**src/rtl/line_buffer_sched_if.sv**
```systemverilog
// Video-in / line-buffer-control bundle for line_buffer_sched.
// master: video source and buffer user; slave: the scheduler.
interface line_buffer_sched_if #(
  parameter int ADDR_W = 10
);
  logic              i_vsync;
  logic              i_hsync;
  logic              i_pixel_stb;
  logic              o_wr_en;
  logic [1:0]        o_wr_sel;
  logic [ADDR_W-1:0] o_wr_addr;
  logic [1:0]        o_rd_top;
  logic [1:0]        o_rd_mid;
  logic              o_window_valid;
  logic              o_frame_done;
  logic [ADDR_W-1:0] o_line_count;
  logic              o_overflow;

  modport master (
    output i_vsync, i_hsync, i_pixel_stb,
    input  o_wr_en, o_wr_sel, o_wr_addr,
    input  o_rd_top, o_rd_mid, o_window_valid,
    input  o_frame_done, o_line_count, o_overflow
  );

  modport slave (
    input  i_vsync, i_hsync, i_pixel_stb,
    output o_wr_en, o_wr_sel, o_wr_addr,
    output o_rd_top, o_rd_mid, o_window_valid,
    output o_frame_done, o_line_count, o_overflow
  );
endinterface

```
**src/rtl/line_buffer_sched.sv**
```systemverilog
// 3-line buffer write/read scheduler for a 3x3 window filter.
// Ports: i_clk, i_reset_n (async low), i_enable, bus (slave modport).
module line_buffer_sched #(
  parameter int IMG_WIDTH  = 640,
  parameter int IMG_HEIGHT = 480,
  parameter int ADDR_W     = 10
) (
  input  logic                i_clk,
  input  logic                i_reset_n,
  input  logic                i_enable,
  line_buffer_sched_if.slave  bus
);

  localparam int CW = ADDR_W + 1;
  localparam logic [CW-1:0] WMAX = CW'(IMG_WIDTH);
  localparam logic [ADDR_W-1:0] HMAX = ADDR_W'(IMG_HEIGHT);

  typedef enum logic [1:0] {
    S_IDLE, S_WAIT, S_FILL, S_ACT
  } state_t;

  state_t r_state, w_nstate;

  logic              r_vs_d, r_hs_d;
  logic [CW-1:0]     r_col;
  logic [ADDR_W-1:0] r_cnt;
  logic [1:0]        r_wr_sel;
  logic [ADDR_W-1:0] r_wr_addr;
  logic              r_wr_en, r_win, r_done;
  logic              r_ovf, r_eol;

  logic              w_vs_rise, w_vs_fall, w_hs_fall;
  logic              w_run, w_act, w_hit;
  logic              w_accept, w_ovf, w_eol, w_done;
  logic [ADDR_W-1:0] w_cnt_nx;
  logic [1:0]        w_sel_nx;
  logic [1:0]        w_rd_top, w_rd_mid;

  assign w_vs_rise = bus.i_vsync & ~r_vs_d;
  assign w_vs_fall = r_vs_d & ~bus.i_vsync;
  assign w_hs_fall = r_hs_d & ~bus.i_hsync;
  assign w_cnt_nx  = (r_cnt == '1) ? r_cnt : r_cnt + 1'b1;
  assign w_sel_nx  = (r_wr_sel == 2'd2) ? 2'd0 : r_wr_sel + 2'd1;

  // The hsync falling-edge cycle still qualifies a strobe, so the
  // last pixel of a line may coincide with the edge.
  assign w_hit    = w_run & ~w_vs_rise & bus.i_pixel_stb
                  & (bus.i_hsync | r_hs_d);
  assign w_accept = w_hit & (r_col < WMAX);
  assign w_ovf    = w_hit & ~(r_col < WMAX);
  assign w_eol    = w_run & ~w_vs_rise & w_hs_fall
                  & ((r_col != '0) | w_accept);

  always_ff @(posedge i_clk or negedge i_reset_n) begin
    if (!i_reset_n) r_state <= S_IDLE;
    else            r_state <= w_nstate;
  end

  always_comb begin
    w_nstate = r_state;
    if (!i_enable) begin
      w_nstate = S_IDLE;
    end else begin
      unique case (r_state)
        S_IDLE: w_nstate = S_WAIT;
        S_WAIT: if (w_vs_fall) w_nstate = S_FILL;
        S_FILL, S_ACT: begin
          if (w_vs_rise)
            w_nstate = S_WAIT;
          else if (r_eol && w_cnt_nx == HMAX)
            w_nstate = S_WAIT;
          else if (r_eol && r_state == S_FILL
                   && w_cnt_nx >= ADDR_W'(2))
            w_nstate = S_ACT;
        end
      endcase
    end
  end

  always_comb begin
    w_run    = i_enable
             & ((r_state == S_FILL) | (r_state == S_ACT));
    w_act    = i_enable & (r_state == S_ACT);
    w_done   = w_run & ~w_vs_rise & r_eol
             & (w_cnt_nx == HMAX);
    w_rd_top = (r_wr_sel == 2'd2) ? 2'd0 : r_wr_sel + 2'd1;
    w_rd_mid = (r_wr_sel == 2'd0) ? 2'd2 : r_wr_sel - 2'd1;
  end

  // Rotation and count update lag the line end by one cycle so a
  // pixel accepted on the edge cycle is shown against the old wr_sel.
  always_ff @(posedge i_clk or negedge i_reset_n) begin
    if (!i_reset_n) begin
      r_vs_d    <= 1'b0;
      r_hs_d    <= 1'b0;
      r_col     <= '0;
      r_cnt     <= '0;
      r_wr_sel  <= 2'd0;
      r_wr_addr <= '0;
      r_wr_en   <= 1'b0;
      r_win     <= 1'b0;
      r_done    <= 1'b0;
      r_ovf     <= 1'b0;
      r_eol     <= 1'b0;
    end else begin
      r_vs_d  <= bus.i_vsync;
      r_hs_d  <= bus.i_hsync;
      r_wr_en <= w_accept;
      r_win   <= w_accept & w_act & (r_col >= CW'(2));
      r_done  <= w_done;
      if (w_accept) r_wr_addr <= r_col[ADDR_W-1:0];
      if (r_state == S_IDLE) begin
        r_col     <= '0;
        r_cnt     <= '0;
        r_wr_sel  <= 2'd0;
        r_wr_addr <= '0;
        r_ovf     <= 1'b0;
        r_eol     <= 1'b0;
      end else if (r_state == S_WAIT) begin
        r_eol <= 1'b0;
        if (w_vs_fall) begin
          r_col    <= '0;
          r_cnt    <= '0;
          r_wr_sel <= 2'd0;
        end
      end else if (w_vs_rise) begin
        r_col    <= '0;
        r_cnt    <= '0;
        r_wr_sel <= 2'd0;
        r_eol    <= 1'b0;
      end else begin
        r_eol <= w_eol;
        if (w_ovf) r_ovf <= 1'b1;
        if (w_eol)
          r_col <= '0;
        else if (w_accept)
          r_col <= r_col + CW'(1);
        if (r_eol && w_run) begin
          r_cnt    <= w_cnt_nx;
          r_wr_sel <= w_sel_nx;
        end
      end
    end
  end

  assign bus.o_wr_en        = r_wr_en;
  assign bus.o_wr_sel       = r_wr_sel;
  assign bus.o_wr_addr      = r_wr_addr;
  assign bus.o_rd_top       = w_rd_top;
  assign bus.o_rd_mid       = w_rd_mid;
  assign bus.o_window_valid = r_win;
  assign bus.o_frame_done   = r_done;
  assign bus.o_line_count   = r_cnt;
  assign bus.o_overflow     = r_ovf;

endmodule

```
**src/flat_wrapper.sv**
```systemverilog
// flat-port wrapper written by rule: the top's interface ports become plain ports
module line_buffer_sched_flat 
#(
  parameter int IMG_WIDTH  = 640,
  parameter int IMG_HEIGHT = 480,
  parameter int ADDR_W     = 10
)
  (i_clk, i_reset_n, i_enable, bus_i_vsync, bus_i_hsync, bus_i_pixel_stb, bus_o_wr_en, bus_o_wr_sel, bus_o_wr_addr, bus_o_rd_top, bus_o_rd_mid, bus_o_window_valid, bus_o_frame_done, bus_o_line_count, bus_o_overflow);
  line_buffer_sched_if #(.ADDR_W(ADDR_W)) bus_i ();
  input  logic i_clk;
  input  logic i_reset_n;
  input  logic i_enable;
  input wire logic [$bits(bus_i.i_vsync)-1:0] bus_i_vsync;
  input wire logic [$bits(bus_i.i_hsync)-1:0] bus_i_hsync;
  input wire logic [$bits(bus_i.i_pixel_stb)-1:0] bus_i_pixel_stb;
  output wire logic [$bits(bus_i.o_wr_en)-1:0] bus_o_wr_en;
  output wire logic [$bits(bus_i.o_wr_sel)-1:0] bus_o_wr_sel;
  output wire logic [$bits(bus_i.o_wr_addr)-1:0] bus_o_wr_addr;
  output wire logic [$bits(bus_i.o_rd_top)-1:0] bus_o_rd_top;
  output wire logic [$bits(bus_i.o_rd_mid)-1:0] bus_o_rd_mid;
  output wire logic [$bits(bus_i.o_window_valid)-1:0] bus_o_window_valid;
  output wire logic [$bits(bus_i.o_frame_done)-1:0] bus_o_frame_done;
  output wire logic [$bits(bus_i.o_line_count)-1:0] bus_o_line_count;
  output wire logic [$bits(bus_i.o_overflow)-1:0] bus_o_overflow;
  assign bus_i.i_vsync = bus_i_vsync;
  assign bus_i.i_hsync = bus_i_hsync;
  assign bus_i.i_pixel_stb = bus_i_pixel_stb;
  assign bus_o_wr_en = bus_i.o_wr_en;
  assign bus_o_wr_sel = bus_i.o_wr_sel;
  assign bus_o_wr_addr = bus_i.o_wr_addr;
  assign bus_o_rd_top = bus_i.o_rd_top;
  assign bus_o_rd_mid = bus_i.o_rd_mid;
  assign bus_o_window_valid = bus_i.o_window_valid;
  assign bus_o_frame_done = bus_i.o_frame_done;
  assign bus_o_line_count = bus_i.o_line_count;
  assign bus_o_overflow = bus_i.o_overflow;
  line_buffer_sched #(.IMG_WIDTH(IMG_WIDTH), .IMG_HEIGHT(IMG_HEIGHT), .ADDR_W(ADDR_W)) u_core (.i_clk(i_clk), .i_reset_n(i_reset_n), .i_enable(i_enable), .bus(bus_i));
endmodule
```
**config.mk**
```make
export PLATFORM = sky130hd
export DESIGN_NAME = line_buffer_sched_flat
export DESIGN_NICKNAME = d
export VERILOG_FILES = /design/src/rtl/line_buffer_sched_if.sv /design/src/rtl/line_buffer_sched.sv /design/src/flat_wrapper.sv
export SDC_FILE = /design/constraint.sdc
export NUM_CORES = 1
export LEC_CHECK = 0
export ABC_AREA = 1
export BUFFER_PORTS_ARGS = -buffer_cell sky130_fd_sc_hd__buf_2
export CORE_MARGIN = 10
export CORE_UTILIZATION = 25
export DETAILED_ROUTE_END_ITERATION = 8
export PLACE_DENSITY = 0.38
export SLEW_MARGIN = 20
export SYNTH_ARGS = -nofsm -noshare
export SYNTH_HDL_FRONTEND = slang
export SYNTH_SLANG_ARGS = --single-unit
```
**constraint.sdc**
```tcl
create_clock -name i_clk -period 2.09 [get_ports i_clk]
set_clock_uncertainty 0.1 [all_clocks]
set_input_delay 0.418 -clock i_clk [delete_from_list [all_inputs] [get_ports i_clk]]
set_output_delay 0.418 -clock i_clk [all_outputs]
set_load 0.02 [all_outputs]
```
==> qor.txt <==
Via count: 2160
Ys async rst share: 100%
Net count after synthesis: 324
Die width: 118 um
Critical Path AT: 2060 ps
TritonRoute pass-1 iters: 4
# hold bufs at CTS: 0
Final HPWL DP: 5220 um
Worst reg2reg path depth: 14
Input/output buffers: 35
Static leakage: 1.54 nW
Number of synthesized flops with an enable pin: 0
Cell Area, Placed: 2830 um^2
WS Path Type: reg2reg
Power density over the cells: 622 nW/um^2
Status: completed
Final Core Density: 32.4%
Avg Inst Size Synth: 7.71 um^2
Max Cap Viol: 0
Die area: 13900 um^2
Hold Crit Class: in2async
Net count, final: 380
WP data required: 2180 ps
Filler Cell Count: 1038
Gr ovfl total: 0
Post-synth top area share: 43.8%
Most common cell on crit path: nand2_1
Setup crit end kind: flip-flop
Pin count of the biggest net entering global routing: 43
Reg2Reg Launch Point: u_core.bus.o_line_count[1]
Max-slew violations: 0
Diode count: 0
Setup violators final: 0
Number of global-route vias before repair: 2194
Clock-pin slew on the worst setup and hold paths: 90 ps
RR Endpoint: u_core.r_state[0]
Hold Vio Cnt, Final: 0
Clock latency at the later pin of the worst-skew pair: 300 ps
Die span in y: 118 um
First-pass GRT wire length: 11600 um
Antenna violations before repair: 0
WHS: 89.2 ps
Routability Congestion: 0.851
Worst-margin pin slew: 564 ps
Synth unique cells: 31
Synth top area cells: dfrtp_1, nand2_1, inv_1
Reg2Reg Setup Slack: 130 ps
Dpl cells: 486
Number of synthesized register bits: 42
Via density: 4.35
Fmax: 510 MHz
Relative slew margins: 62.4%
H-tree levels: 2
Multi-input logic area: 1170 um^2
DRT antenna net count: 0
Max VDD drop: 0.000298 V
Cells after Synth: 311
Top_reg_cell synth: dfrtp_1
Crit path largest cell delay: 360 ps
First DRT Iteration DRCs: 150
CP max stage cell: dfrtp_1
CTS max path bufs: 2
DRC viols: 0
Clock Sinks: 42
Initial Utilization: 25.8%
Startpoint Class: flip-flop
Cell Area, Synth: 2400 um^2
Yosys top cell by area: dfrtp_1
CP cell instances: ha_2, nand2_4, nor2_4, nand2_2, nor2_4, nand2_1, nand2_1, nand3_1, nor2_1, nand2_1, nand3_2, nand2_2, nand2_2, nand2_1
CTS tree: yes
Core Box Area: 9280 um^2
WL final: 6770 um
Sequential area share after synthesis: 43.8%
Yosys Warn Count: 0
Layout overhead on the synthesized area: 25.5%
Row count: 35
Total track usage: 10.0%
I/O pin total: 36
Min Tclk post-route: 1960 ps
Layout cells sized above 1: 25.5%
CP Max Fanout: 4
CTS Buf Count: 5
Final Non-Filler Cells: 497
Sequential cell area: 1050 um^2
Post-Layout Inst Area: 3010 um^2
Tcrit/Tclk final: 93.9%
Root Driver: clkbuf_8
WL per Instance: 13.6 um
Fin Setup TNS: 0 ps
==> area by class of cell <==
cell class	count	area share, %
tap	129	5.36
sequential	42	34.9
clock buffer	5	2.29
timing repair buffer	55	10.8
multi-input combinational	212	38.8
inverter	51	6.36
clock inverter	3	1.50
==> sequential cells by signal (all words and copies together), names as in the netlist <==
name / cells
u_core.bus.o_frame_done: 1
u_core.bus.o_line_count: 10
u_core.bus.o_overflow: 1
u_core.bus.o_window_valid: 1
u_core.bus.o_wr_addr: 10
u_core.bus.o_wr_en: 1
u_core.bus.o_wr_sel: 2
u_core.r_col: 11
u_core.r_eol: 1
u_core.r_hs_d: 1
u_core.r_state: 2
u_core.r_vs_d: 1
==> per-stage QoR <==
stage,setup WS (ps),power [W]
global route,-23.5,0.00199
finish,128,0.00187
floorplan,110,0.00112
detailed placement,54.4,0.00122
CTS,97.5,0.00192
global placement,42.8,0.00122
==> power breakdown <==
group	switching (W)	internal, W
Combinational	0.000274	0.0000798
Sequential	0.0000192	0.000829
Clock	0.000314	0.000356
Total	0.000607	0.00127
==> cell families after synthesis <==
family	Yosys count	share of synthesized area (%)
AOI/OAI and AO/OA	47	11.0
xor gates and xnor gates	5	1.83
adders and majority gates	7	3.65
buffers and inverters	57	9.39
DFF	42	43.8
and+or+nand+nor	153	30.3
==> placed cells by master (no fill, tap or decap), types with 2 or more instances in the layout <==
| master | n |
|---|---|
| nand2_2 | 9 |
| o21ai_1 | 3 |
| buf_2 | 35 |
| o21ai_0 | 21 |
| nand2_1 | 50 |
| nor2_4 | 3 |
| nor2_2 | 3 |
| clkbuf_8 | 5 |
| nand3_1 | 32 |
| inv_2 | 4 |
| dfrtp_1 | 42 |
| nor3_1 | 4 |
| o22ai_1 | 5 |
| xor2_1 | 4 |
| inv_1 | 47 |
| nor2_1 | 35 |
| ha_1 | 6 |
| o21ai_2 | 3 |
| a21oi_1 | 11 |
| nand4_1 | 7 |
| nand2_4 | 5 |
| buf_4 | 20 |
| clkinvlp_4 | 2 |
==> critical path, delay by kind of cell (launching register included) <==
family / cells / cell delay [ps]
and+or+nand+nor: 13 / 1200
adders and majority gates: 1 / 210
DFF: 1 / 360
==> layer usage <==
layer / track usage (%) / vias to the layer above / part of all wire, %
met1: 14.5 / 1007 / 55
met3: 2.30 / 5 / 3.2
met2: 14.3 / 36 / 41
met4: 3.01 / 0 / 1.3
met5: 0 / - / 0
li1: - / 1112 / -
==> how the worst max path moves through the flow <==
stage	start	endpoint	slack, ps	cells past startpoint
after floorplan	u_core.bus.o_line_count[1]	u_core.r_state[0]	110	14
after global placement	bus_i_vsync	u_core.r_col[8]	40	14
after detailed placement	bus_i_vsync	u_core.r_col[8]	50	14
after CTS	u_core.bus.o_line_count[0]	u_core.r_state[0]	100	14
after global routing	u_core.bus.o_line_count[1]	u_core.r_state[0]	-20	14
final	u_core.bus.o_line_count[1]	u_core.r_state[0]	130	14
==> synthesized netlist by cell type (5+ instances only) <==
master,n
ha_1,7
a21oi_1,11
nor2_1,37
nand3_1,33
nand4_1,7
o21ai_0,21
nand2_1,53
o22ai_1,5
inv_1,47
dfrtp_1,42
nand2_2,7
==> repair_timing <==
item                                    CTS  global route
buffers inserted                          0             3
resized for setup                         0            11
endpoints found under the setup margin    0             2
No activity file was read; power rests on OpenSTA's default activity.
